`config.mk`:
```
export PLATFORM = sky130hd
export DESIGN_NAME = nlp16af_bus_responder_flat
export DESIGN_NICKNAME = d
export VERILOG_FILES = /design/src/rtl/nlp16af_bus_responder_pkg.sv /design/src/rtl/nlp16af_bus_responder_if.sv /design/src/rtl/nlp16af_bus_responder_tx_fifo.sv /design/src/rtl/nlp16af_bus_responder.sv /design/src/flat_wrapper.sv
export SDC_FILE = /design/constraint.sdc
export NUM_CORES = 2
export LEC_CHECK = 0
export CELL_PAD_IN_SITES_DETAIL_PLACEMENT = 1
export CELL_PAD_IN_SITES_GLOBAL_PLACEMENT = 2
export CORE_ASPECT_RATIO = 0.75
export CORE_MARGIN = 2
export CORE_UTILIZATION = 56
export DETAILED_ROUTE_END_ITERATION = 12
export DONT_BUFFER_PORTS = 1
export MAX_ROUTING_LAYER = met4
export PLACE_DENSITY = 0.86
export SLEW_MARGIN = 0
export SYNTH_ARGS = -nofsm -noshare
export SYNTH_HDL_FRONTEND = slang
export SYNTH_HIERARCHICAL = 1
export SYNTH_MEMORY_MAX_BITS = 65536
export SYNTH_SLANG_ARGS = --single-unit
```
`constraint.sdc`:
```
create_clock -name i_clk -period 4.3 [get_ports i_clk]
set_input_delay 0.86 -clock i_clk [delete_from_list [all_inputs] [get_ports i_clk]]
set_output_delay 0.86 -clock i_clk [all_outputs]
set_load 0.05 [all_outputs]
```
`src/rtl/nlp16af_bus_responder_pkg.sv`:
```
// Shared definitions for the nlp16af bus responder: MMIO offsets, STAT bit positions, region decode.
// Optional NLP_BUS_ERR_EN maps the ERRA register at MMIO_BASE+3.
package nlp16af_bus_responder_pkg;

    localparam logic [15:0] OFF_CNT  = 16'd0;
    localparam logic [15:0] OFF_TXD  = 16'd1;
    localparam logic [15:0] OFF_STAT = 16'd2;
    localparam logic [15:0] OFF_ERRA = 16'd3;

    localparam int unsigned STAT_EMPTY   = 0;
    localparam int unsigned STAT_FULL    = 1;
    localparam int unsigned STAT_OVF     = 2;
    localparam int unsigned STAT_CNT_LSB = 4;

    typedef enum logic [2:0] {
        REG_RAM,
        REG_CNT,
        REG_TXD,
        REG_STAT,
        REG_ERRA,
        REG_NONE
    } region_e;

    // RAM wins over MMIO if a parameterisation ever makes the two overlap.
    function automatic region_e decode_region(input logic [15:0] addr,
                                              input int unsigned ram_aw,
                                              input logic [15:0] base);
        logic [15:0] off;
        region_e     r;
        off = addr - base;
        r   = REG_NONE;
        if ((32'(addr) >> ram_aw) == 32'd0) begin
            r = REG_RAM;
        end else if (addr >= base) begin
            if (off == OFF_CNT)       r = REG_CNT;
            else if (off == OFF_TXD)  r = REG_TXD;
            else if (off == OFF_STAT) r = REG_STAT;
`ifdef NLP_BUS_ERR_EN
            else if (off == OFF_ERRA) r = REG_ERRA;
`endif
        end
        return r;
    endfunction

endpackage

```
`src/rtl/nlp16af_bus_responder_if.sv`:
```
// Core-bus and TX-stream signals of the nlp16af bus responder; names are as seen from the responder.
interface nlp16af_bus_responder_if;
    logic        i_wr;
    logic        i_rd;
    logic [15:0] i_addr;
    logic [15:0] i_wdata;
    logic [15:0] o_rdata;
    logic [15:0] o_tx_data;
    logic        o_tx_valid;
    logic        i_tx_ready;
    logic        o_bus_err;

    modport slave (
        input  i_wr, i_rd, i_addr, i_wdata, i_tx_ready,
        output o_rdata, o_tx_data, o_tx_valid, o_bus_err
    );

    modport master (
        output i_wr, i_rd, i_addr, i_wdata, i_tx_ready,
        input  o_rdata, o_tx_data, o_tx_valid, o_bus_err
    );
endinterface

```
`src/rtl/nlp16af_bus_responder_tx_fifo.sv`:
```
// Synchronous TX FIFO; a push while full is accepted when a pop happens on the same edge.
module nlp16af_tx_fifo #(
    parameter int unsigned DEPTH = 4
) (
    input  logic                       i_clk,
    input  logic                       i_rst_n,
    input  logic                       i_push,
    input  logic [15:0]                i_wdata,
    input  logic                       i_ready,
    output logic [15:0]                o_data,
    output logic                       o_valid,
    output logic                       o_full,
    output logic                       o_empty,
    output logic [$clog2(DEPTH):0]     o_count,
    output logic                       o_drop
);
    localparam int unsigned PW = $clog2(DEPTH);
    localparam int unsigned CW = PW + 1;

    logic [15:0]   r_mem [DEPTH];
    logic [PW-1:0] r_wr_ptr;
    logic [PW-1:0] r_rd_ptr;
    logic [CW-1:0] r_count;
    logic          w_pop;
    logic          w_push_ok;

    assign o_valid   = (r_count != '0);
    assign o_empty   = (r_count == '0);
    assign o_full    = (r_count == CW'(DEPTH));
    assign o_count   = r_count;
    assign w_pop     = o_valid && i_ready;
    assign w_push_ok = i_push && (!o_full || w_pop);
    assign o_drop    = i_push && !w_push_ok;
    assign o_data    = o_valid ? r_mem[r_rd_ptr] : '0;

    always_ff @(posedge i_clk or negedge i_rst_n) begin
        if (!i_rst_n) begin
            r_wr_ptr <= '0;
            r_rd_ptr <= '0;
            r_count  <= '0;
        end else begin
            if (w_push_ok) r_wr_ptr <= r_wr_ptr + 1'b1;
            if (w_pop)     r_rd_ptr <= r_rd_ptr + 1'b1;
            case ({w_push_ok, w_pop})
                2'b10:   r_count <= r_count + 1'b1;
                2'b01:   r_count <= r_count - 1'b1;
                default: r_count <= r_count;
            endcase
        end
    end

    always_ff @(posedge i_clk) begin
        if (w_push_ok) r_mem[r_wr_ptr] <= i_wdata;
    end

endmodule

```
`src/rtl/nlp16af_bus_responder.sv`:
```
// nlp16af core-bus target: word RAM, MMIO cycle counter, TX FIFO, STAT.
// Define NLP_BUS_ERR_EN to enable the sticky unmapped-access flag and the ERRA register.
module nlp16af_bus_responder
    import nlp16af_bus_responder_pkg::*;
#(
    parameter int unsigned RAM_AW     = 8,
    parameter int unsigned FIFO_DEPTH = 4,
    parameter logic [15:0] MMIO_BASE  = 16'hFF00
) (
    input  logic                    i_clk,
    input  logic                    i_rst_n,
    nlp16af_bus_responder_if.slave  bus
);
    localparam int unsigned CW = $clog2(FIFO_DEPTH) + 1;

    logic [15:0]   r_ram [2**RAM_AW];
    logic [15:0]   r_cnt;
    logic [15:0]   r_rdata;
    logic          r_ovf;
    region_e       w_region;
    logic          w_push;
    logic          w_full;
    logic          w_empty;
    logic          w_drop;
    logic [CW-1:0] w_count;
    logic [15:0]   w_stat;
    logic [15:0]   w_erra;
    logic [15:0]   w_rd_mux;

    assign w_region    = decode_region(bus.i_addr, RAM_AW, MMIO_BASE);
    assign w_push      = bus.i_wr && (w_region == REG_TXD);
    assign bus.o_rdata = r_rdata;

    nlp16af_tx_fifo #(.DEPTH(FIFO_DEPTH)) u_tx_fifo (
        .i_clk   (i_clk),
        .i_rst_n (i_rst_n),
        .i_push  (w_push),
        .i_wdata (bus.i_wdata),
        .i_ready (bus.i_tx_ready),
        .o_data  (bus.o_tx_data),
        .o_valid (bus.o_tx_valid),
        .o_full  (w_full),
        .o_empty (w_empty),
        .o_count (w_count),
        .o_drop  (w_drop)
    );

    always_ff @(posedge i_clk) begin
        if (bus.i_wr && (w_region == REG_RAM)) r_ram[bus.i_addr[RAM_AW-1:0]] <= bus.i_wdata;
    end

    always_comb begin
        w_stat                        = '0;
        w_stat[STAT_EMPTY]            = w_empty;
        w_stat[STAT_FULL]             = w_full;
        w_stat[STAT_OVF]              = r_ovf;
        w_stat[STAT_CNT_LSB +: 4]     = 4'(w_count);
    end

    always_comb begin
        w_rd_mux = '0;
        case (w_region)
            REG_RAM:  w_rd_mux = r_ram[bus.i_addr[RAM_AW-1:0]];
            REG_CNT:  w_rd_mux = r_cnt;
            REG_STAT: w_rd_mux = w_stat;
            REG_ERRA: w_rd_mux = w_erra;
            default:  w_rd_mux = '0;
        endcase
    end

    // A simultaneous write suppresses the read, so o_rdata keeps its last value.
    always_ff @(posedge i_clk or negedge i_rst_n) begin
        if (!i_rst_n) begin
            r_rdata <= '0;
            r_cnt   <= '0;
            r_ovf   <= 1'b0;
        end else begin
            if (bus.i_rd && !bus.i_wr) r_rdata <= w_rd_mux;
            if (bus.i_wr && (w_region == REG_CNT)) r_cnt <= '0;
            else                                   r_cnt <= r_cnt + 1'b1;
            if (bus.i_wr && (w_region == REG_STAT)) r_ovf <= 1'b0;
            else if (w_drop)                        r_ovf <= 1'b1;
        end
    end

`ifdef NLP_BUS_ERR_EN
    logic        r_err;
    logic [15:0] r_erra;

    assign bus.o_bus_err = r_err;
    assign w_erra        = r_erra;

    // The first unmapped address is kept until software clears it via ERRA.
    always_ff @(posedge i_clk or negedge i_rst_n) begin
        if (!i_rst_n) begin
            r_err  <= 1'b0;
            r_erra <= '0;
        end else if (bus.i_wr && (w_region == REG_ERRA)) begin
            r_err  <= 1'b0;
            r_erra <= '0;
        end else if ((bus.i_rd || bus.i_wr) && (w_region == REG_NONE) && !r_err) begin
            r_err  <= 1'b1;
            r_erra <= bus.i_addr;
        end
    end
`else
    assign bus.o_bus_err = 1'b0;
    assign w_erra        = '0;
`endif

endmodule
```
`src/flat_wrapper.sv`:
```
// flat-port wrapper written by rule: the top's interface ports become plain ports
module nlp16af_bus_responder_flat import nlp16af_bus_responder_pkg::*;
#(
    parameter int unsigned RAM_AW     = 8,
    parameter int unsigned FIFO_DEPTH = 4,
    parameter logic [15:0] MMIO_BASE  = 16'hFF00
)
  (i_clk, i_rst_n, bus_i_wr, bus_i_rd, bus_i_addr, bus_i_wdata, bus_i_tx_ready, bus_o_rdata, bus_o_tx_data, bus_o_tx_valid, bus_o_bus_err);
  nlp16af_bus_responder_if bus_i ();
  input  logic i_clk;
  input  logic i_rst_n;
  input wire logic [$bits(bus_i.i_wr)-1:0] bus_i_wr;
  input wire logic [$bits(bus_i.i_rd)-1:0] bus_i_rd;
  input wire logic [$bits(bus_i.i_addr)-1:0] bus_i_addr;
  input wire logic [$bits(bus_i.i_wdata)-1:0] bus_i_wdata;
  input wire logic [$bits(bus_i.i_tx_ready)-1:0] bus_i_tx_ready;
  output wire logic [$bits(bus_i.o_rdata)-1:0] bus_o_rdata;
  output wire logic [$bits(bus_i.o_tx_data)-1:0] bus_o_tx_data;
  output wire logic [$bits(bus_i.o_tx_valid)-1:0] bus_o_tx_valid;
  output wire logic [$bits(bus_i.o_bus_err)-1:0] bus_o_bus_err;
  assign bus_i.i_wr = bus_i_wr;
  assign bus_i.i_rd = bus_i_rd;
  assign bus_i.i_addr = bus_i_addr;
  assign bus_i.i_wdata = bus_i_wdata;
  assign bus_i.i_tx_ready = bus_i_tx_ready;
  assign bus_o_rdata = bus_i.o_rdata;
  assign bus_o_tx_data = bus_i.o_tx_data;
  assign bus_o_tx_valid = bus_i.o_tx_valid;
  assign bus_o_bus_err = bus_i.o_bus_err;
  nlp16af_bus_responder #(.RAM_AW(RAM_AW), .FIFO_DEPTH(FIFO_DEPTH), .MMIO_BASE(MMIO_BASE)) u_core (.i_clk(i_clk), .i_rst_n(i_rst_n), .bus(bus_i));
endmodule
```
---- Yosys cells after proc, flatten, opt, wreduce, memory -nomap -nowiden ----
Memory sizes are Yosys's and may differ from the RTL's.
Cells that the tools add are included.
word-level totals
  register bits ........................... 40
  latch bits .............................. 0
  bits in writable memories ............... 4160
  ROM bits ................................ 0
  bits of input ports ..................... 37
  output and inout bits ................... 34
  word-level logic and storage cells ...... 57
  memories ................................ 2
operators by class
  $add $sub $neg .......................... 6
  multiply operators ...................... 0
  div/mod/pow operators ................... 0
  order comparisons ....................... 1
  equal/unequal tests ..................... 8
  shifts and indexed selects .............. 0
  mux-type cells .......................... 15
  bitwise logic cells ..................... 0
  reduce and logical (&&, ||, !) cells .... 19
memories
  name                    words  bits a word  read ports  clocked after Yosys merged registers in  wr ports  line                                 RTL
  u_core.r_ram            256    16           1           0                                        1         nlp16af_bus_responder.sv:16          logic [15:0] r_ram [2**RAM_AW];
  u_core.u_tx_fifo.r_mem  4      16           1           0                                        1         nlp16af_bus_responder_tx_fifo.sv:20  logic [15:0] r_mem [DEPTH];
operators with widths
  operator                                                                 count
  16-bit case mux with 3 select lines                                      1
  32-bit zero test                                                         1
  16-bit two-way mux                                                       2
  16-bit by 1-bit adder with 16-bit output (second input constant)         1
  16-bit by 1-bit equality test with 1-bit output (second input constant)  1
  16-bit by 2-bit equality test with 1-bit output (second input constant)  1
  16-bit greater-or-equal comparator (second input constant)               1
  16-bit zero test                                                         1
  16-bit subtractor (second input constant)                                1
  3-bit two-way mux                                                        5
  1-bit logical AND                                                        8
  3-bit by 2-bit equality test with 1-bit output (second input constant)   2
  3-bit zero test                                                          2
  1-bit two-way mux                                                        6
  3-bit case mux with 2 select lines                                       1
  2-bit by 1-bit adder with 2-bit output (second input constant)           2
  2-bit nonzero test                                                       2
  3-bit by 1-bit adder with 3-bit output (second input constant)           1
  3-bit by 1-bit equality test with 1-bit output (second input constant)   1
  3-bit equality test (second input constant)                              1
  1-bit zero test                                                          3
  3-bit nonzero test                                                       1
  3-bit by 1-bit subtractor with 3-bit output (second input constant)      1
  2-bit by 1-bit equality test with 1-bit output (second input constant)   1
  2 further kinds                                                          2

---- Longest topological paths before layout ----
  depth after elaboration ................. 14
  depth in mapped cells ................... 17
  gate-level depth less buffers ........... 8

---- Cells and area by module ----
The synthesis kept the hierarchy.
modules (own cells, without submodules)
  module                 times used  cells each  area each (um2)  sequential area each (um2)
  nlp16af_bus_responder  1           6829        159242.7         123823.8
  nlp16af_tx_fifo        1           156         2986.6           2097.0

---- Least setup slack after synthesis ----
No wires, ideal clock.
  kind .................................... input to register
  start ................................... in bus_i_addr[0]
  end ..................................... mem u_core.u_tx_fifo.r_mem[0][0], enable pin
  setup time .............................. 0.374 ns
  data arrival time ....................... 3.686 ns
  data required time ...................... 3.926 ns
  path slack .............................. 0.240 ns
  stages .................................. 14
  path buffers ............................ 9
  cells stage by stage .................... buf_6 buf_12 buf_12 buf_8 buf_6 buf_8 buf_6 buf_4 and2b_1 nand2_1 nor4_1 buf_2 nor2b_2 and2_1
on the way
  longest elaborated chain between the ends .. 12
  elaborated cells on any way between the ends .. 15
  classes of those cells .................. 1 x add/sub; 1 x order compare; 3 x eq/ne; 7 x mux; 3 x reduce/logical
RTL lines
  what                                              line                                 RTL
  start, declared                                   flat_wrapper.sv:14                   input wire logic [$bits(bus_i.i_addr)-1:0] bus_i_addr;
  16-bit subtractor                                 nlp16af_bus_responder_pkg.sv:30      off = addr - base;
  16-bit by 2-bit equality test with 1-bit output   nlp16af_bus_responder_pkg.sv:37      else if (off == OFF_STAT) r = REG_STAT;
  3-bit two-way mux                                 nlp16af_bus_responder_pkg.sv:37
  3-bit two-way mux                                 nlp16af_bus_responder_pkg.sv:36      else if (off == OFF_TXD) r = REG_TXD;
  3-bit two-way mux                                 nlp16af_bus_responder_pkg.sv:35      if (off == OFF_CNT) r = REG_CNT;
  3-bit two-way mux *                               nlp16af_bus_responder_pkg.sv:34      end else if (addr >= base) begin
  3-bit two-way mux *                               nlp16af_bus_responder_pkg.sv:32      if ((32'(addr) >> ram_aw) == 32'd0) begin
  3-bit by 2-bit equality test with 1-bit output *  nlp16af_bus_responder.sv:31          assign w_push = bus.i_wr && (w_region == REG_TXD);
  1-bit logical AND *                               nlp16af_bus_responder.sv:31
  named net u_core.w_push                           nlp16af_bus_responder.sv:21          logic w_push;
  1-bit logical AND *                               nlp16af_bus_responder_tx_fifo.sv:32  assign w_push_ok = i_push && (!o_full || w_pop);
  1-bit two-way mux *                               nlp16af_bus_responder_tx_fifo.sv:53  if (w_push_ok) r_mem[r_wr_ptr] <= i_wdata;
  1-bit two-way mux (implied by the code) *         nlp16af_bus_responder_tx_fifo.sv:53
  end, declared                                     nlp16af_bus_responder_tx_fifo.sv:20
Mark *: on every way through the listed nets, which the timed path passes. The rest lies on a longest branch.

---- Final worst setup path ----
  start ................................... in bus_i_addr[1]
  end ..................................... reg u_core.r_rdata[15], in the netlist u_core/bus.o_rdata[15]
on the way
  longest elaborated chain between the ends .. 9
  elaborated cells on any way between the ends .. 15
  classes of those cells .................. 1 x add/sub; 1 x order compare; 4 x eq/ne; 6 x mux; 2 x reduce/logical; 1 x memory
RTL lines
  what                                                                    line                             RTL
  16-bit subtractor                                                       nlp16af_bus_responder_pkg.sv:30
  16-bit by 2-bit equality test with 1-bit output                         nlp16af_bus_responder_pkg.sv:37
  3-bit two-way mux                                                       nlp16af_bus_responder_pkg.sv:37
  3-bit two-way mux                                                       nlp16af_bus_responder_pkg.sv:36
  3-bit two-way mux                                                       nlp16af_bus_responder_pkg.sv:35
  3-bit two-way mux                                                       nlp16af_bus_responder_pkg.sv:34
  3-bit two-way mux                                                       nlp16af_bus_responder_pkg.sv:32
  3-bit by 2-bit equality test with 1-bit output (tied with other cells)  nlp16af_bus_responder.sv:62      case (w_region)
  16-bit case mux with 3 select lines *                                   nlp16af_bus_responder.sv:62
  end signal, assigned                                                    nlp16af_bus_responder.sv:78      if (bus.i_rd && !bus.i_wr) r_rdata <= w_rd_mux;
  end, declared                                                           nlp16af_bus_responder.sv:18      logic [15:0] r_rdata;
Every way passes the cells marked *; elsewhere a longest branch is shown, timed or not.
A chain may end at the register's enable or synchronous reset.

==> flow_summary.yaml <==
detailed_routing:
  vias: 87000
  wl_per_cell_um: 44.35
  drt_iter0_drc: 16860
  drtAntennaViolNets: 0
  via_per_inst: 7.388
  drc_errors: 0
  routed_wl_um: 522300
  drtPass1Iterations: 8
floorplan:
  ioPinCount: 71
  initial_utilization: 0.5617
  dieArea_mm2: 0.2941
  rows: 171
  die_h_um: 470.1
  core-area_mm2: 0.2888
  die_x_um: 625.5
layout:
  nNetsFinal: 7669
  drive_gt1_frac: 0.3086
  stdcell_count: 11780
  areaGrowthSynthToFinish_pct: 12.97
  fin_util: 0.6345
timing:
  rsz0062_at_grt: "no"
  relSlewSlack: 0.03223
  worst_pin_slew_ns: 1.415
  setup_violations: 0
  max_freq_mhz: 238.6
  period_needed_ns: 4.192
  whs_ns: 0.04237
  final_hold_viol_count: 0
  post-route-period-util: 0.9749
  drv_slew: 0
  fin_skew_ns: 0.04927
clock_tree:
  clock_latency_ns: 0.94
  cts_sinks: 4200
  postCtsSetupRepairBufs: 0
  cts_made_buffers: 386
  htreeDepth: 5
  clock_path_buffers: 4
  clk_pin_slew_ns: 0.07
  tritoncts: "done"
  cts_root_buf: "clkbuf_16"
pwr:
  powerDensity_mw_per_mm2: 460.2
  p_leak_nw: 57.61
  power.total_mw: 84.33
  irDropWorstVdd_mv: 0.4469
critical_path:
  reg2reg_slack_ns: 1.12
  cp-start-kind: "input pin"
  cp_top_family: "buffers and inverters"
  cp.arrival_ns: 5.00
  worstSetupEndpointType: "register"
  worstSetupPathType: "in2reg"
  cp.depth: 11
  crit_slowest_cell: "mux4_2"
  crit_top_cell: "buf_16"
  reg2reg_depth: 8
  crit_fanout: 98
  worst-path-buf-inv: 5
  path_cells: "buf_16, buf_16, buf_16, buf_16, mux4_2, mux4_2, nor2_1, o21ai_0, buf_4, a311oi_1, o21ai_0"
  cp.required_ns: 5.11
  critPathMaxStageDelay_ns: 0.53
global_routing:
  grt_max_degree: 1005
  grtUsageTotal: 0.3612
  grt_overflow_total: 0
  grt_first_pass_wirelength_um: 708600
  antenna_found_initial: 44
  grt_pass1_vias: 85880
yosys:
  syn-num-nets: 7028
  synthTopCellsByCount: "edfxtp_1, mux4_2, nor2_1"
  synth_edf_count: 4160
  syn-cell-area_mm2: 0.1622
  seq_area_frac_synth: 0.7762
  synth_top_area_share: 0.7700
  synth_warnings: 6
  yosys_most_used_dff: "edfxtp_1"
  yosys.area.top_type: "edfxtp_1"
  synth.distinct_cells: 78
  ys_ff_latch: 4200
  synthCells: 6985
  synth_most_common_cell: "edfxtp_1"
  synthTopCellsByArea: "edfxtp_1, mux4_2, mux2i_1"
  synth.avg_cell_area_um2: 23.23
  async_flop_share: 0.009524
hold_path:
  hold_path.class: "in2reg"
  hold-path-cell-count: 0
job:
  maxCapViolCount: 0
placed_design:
  dp_hpwl_um: 279900
  gp_congestion: 0.9857
  dp.cells: 11020
  io_buffers: 0
status:
  outcome: "finished, final reports clean"
-- final timing paths --
| check | start | endpoint |
|---|---|---|
| max in group asynchronous | i_rst_n | u_core/bus.o_rdata[3] |
| worst max register to register | u_core/u_tx_fifo/o_count[0] | u_core/u_tx_fifo/o_count[2] |
| worst max-delay path | bus_i_addr[1] | u_core/bus.o_rdata[15] |
| worst min-delay path | bus_i_wdata[6] | u_core/r_ram[104][6] |
| worst min register to register | u_core/r_cnt[11] | u_core/r_cnt[11] |
| min in group asynchronous | i_rst_n | u_core/u_tx_fifo/r_wr_ptr[0] |
-- layout by cell type (no fill, tap or decap), drive strengths merged, types with 9 or more instances in the layout --
cell type and count:
a22o 9, mux4 1168, nand2b 10, a2111oi 11, o211ai 17, a21oi 56
mux2i 125, clkinvlp 12, or3 11, and2 28, clkinv 161, nand3 65
clkbuf 474, o31ai 9, a211oi 13, edfxtp 4160, buf 631, dfrtp 40
mux2 11, xor2 10, o21ai 42, diode 46, o221ai 25, a22oi 58
a31oi 18, a221oi 14, bufinv 40, o22ai 31, nand2 167, nand4 20
and3 11, nor4 9, o32ai 10, nor2b 16, nor3 16, inv 21
nor2 327
-- flip-flops by register name, indices dropped and copies added, names as in the netlist --
name	count
u_core/u_tx_fifo/r_mem	64
u_core/r_cnt	16
u_core/r_ram	4096
u_core/u_tx_fifo/o_count	3
u_core/u_tx_fifo/r_wr_ptr	2
u_core/u_tx_fifo/r_rd_ptr	2
u_core/bus.o_rdata	16
u_core/r_ovf	1
-- repair_timing --
| action | in CTS | in global routing |
|---|---|---|
| hold buffers | 3 | 0 |
| hold endpoints to repair | 41 | 0 |
| resized for setup | 0 | 0 |
| endpoints found under the setup margin | 16 | 3190 |
| cloned | 4 | 9 |
-- area by class of cell --
class,count,area [µm²]
Antenna cell,46,115.1
Timing Repair Buffer,646,6221
Tap cell,3806,4762
Clock inverter,222,2187
Clock buffer,465,10090
Fill cell,22770,105600
Sequential cell,4200,125900
Multi-Input combinational cell,2380,33910
Inverter,12,52.55
-- cells by family (layout without fill, tap and decap cells) --
logic type      after synthesis  count (layout)  synth area share
flops                      4200            4200            0.7762
mux                        1304            1304            0.1713
simple gates                698             698           0.01911
buf+inv                     405            1345           0.01650
compound gates              354             354           0.01541
xor+xnor                     17              17         0.0009178
fa+ha+maj                     6               6         0.0005090
other cells                   1              47        0.00002312
-- metrics by stage --
| step | TNS [ns] | worst slack [ns] | cell area (µm²) |
|---|---|---|---|
| after CTS | 0 | 0.02651 | 182700 |
| after detailed placement | -24.63 | -1.888 | 170300 |
| after global routing | 0 | 0.09941 | 183200 |
| after floorplan | 0 | 0.2404 | 162200 |
| final | 0 | 0.1080 | 183300 |
| after global placement | -24.01 | -1.829 | 170300 |
-- where the power goes --
| group | total (mW) | internal, mW | leakage [nW] | switching [mW] |
|---|---|---|---|---|
| sequential | 45.2 | 45.0 | 37.9 | 0.149 |
| clock | 34.8 | 19.1 | 6.02 | 15.7 |
| combinational | 4.39 | 1.70 | 13.7 | 2.69 |
| total | 84.3 | 65.8 | 57.6 | 18.5 |
-- routing by layer --
metal / track usage / vias up / wire, µm
met3: 0.1194 / 1538 / 82290
met1: 0.4845 / 45800 / 177000
li1: - / 31120 / -
met5: - / - / 0
met4: 0.1588 / 0 / 29610
met2: 0.5104 / 8541 / 233400
Power figures use the tool's default switching activity.
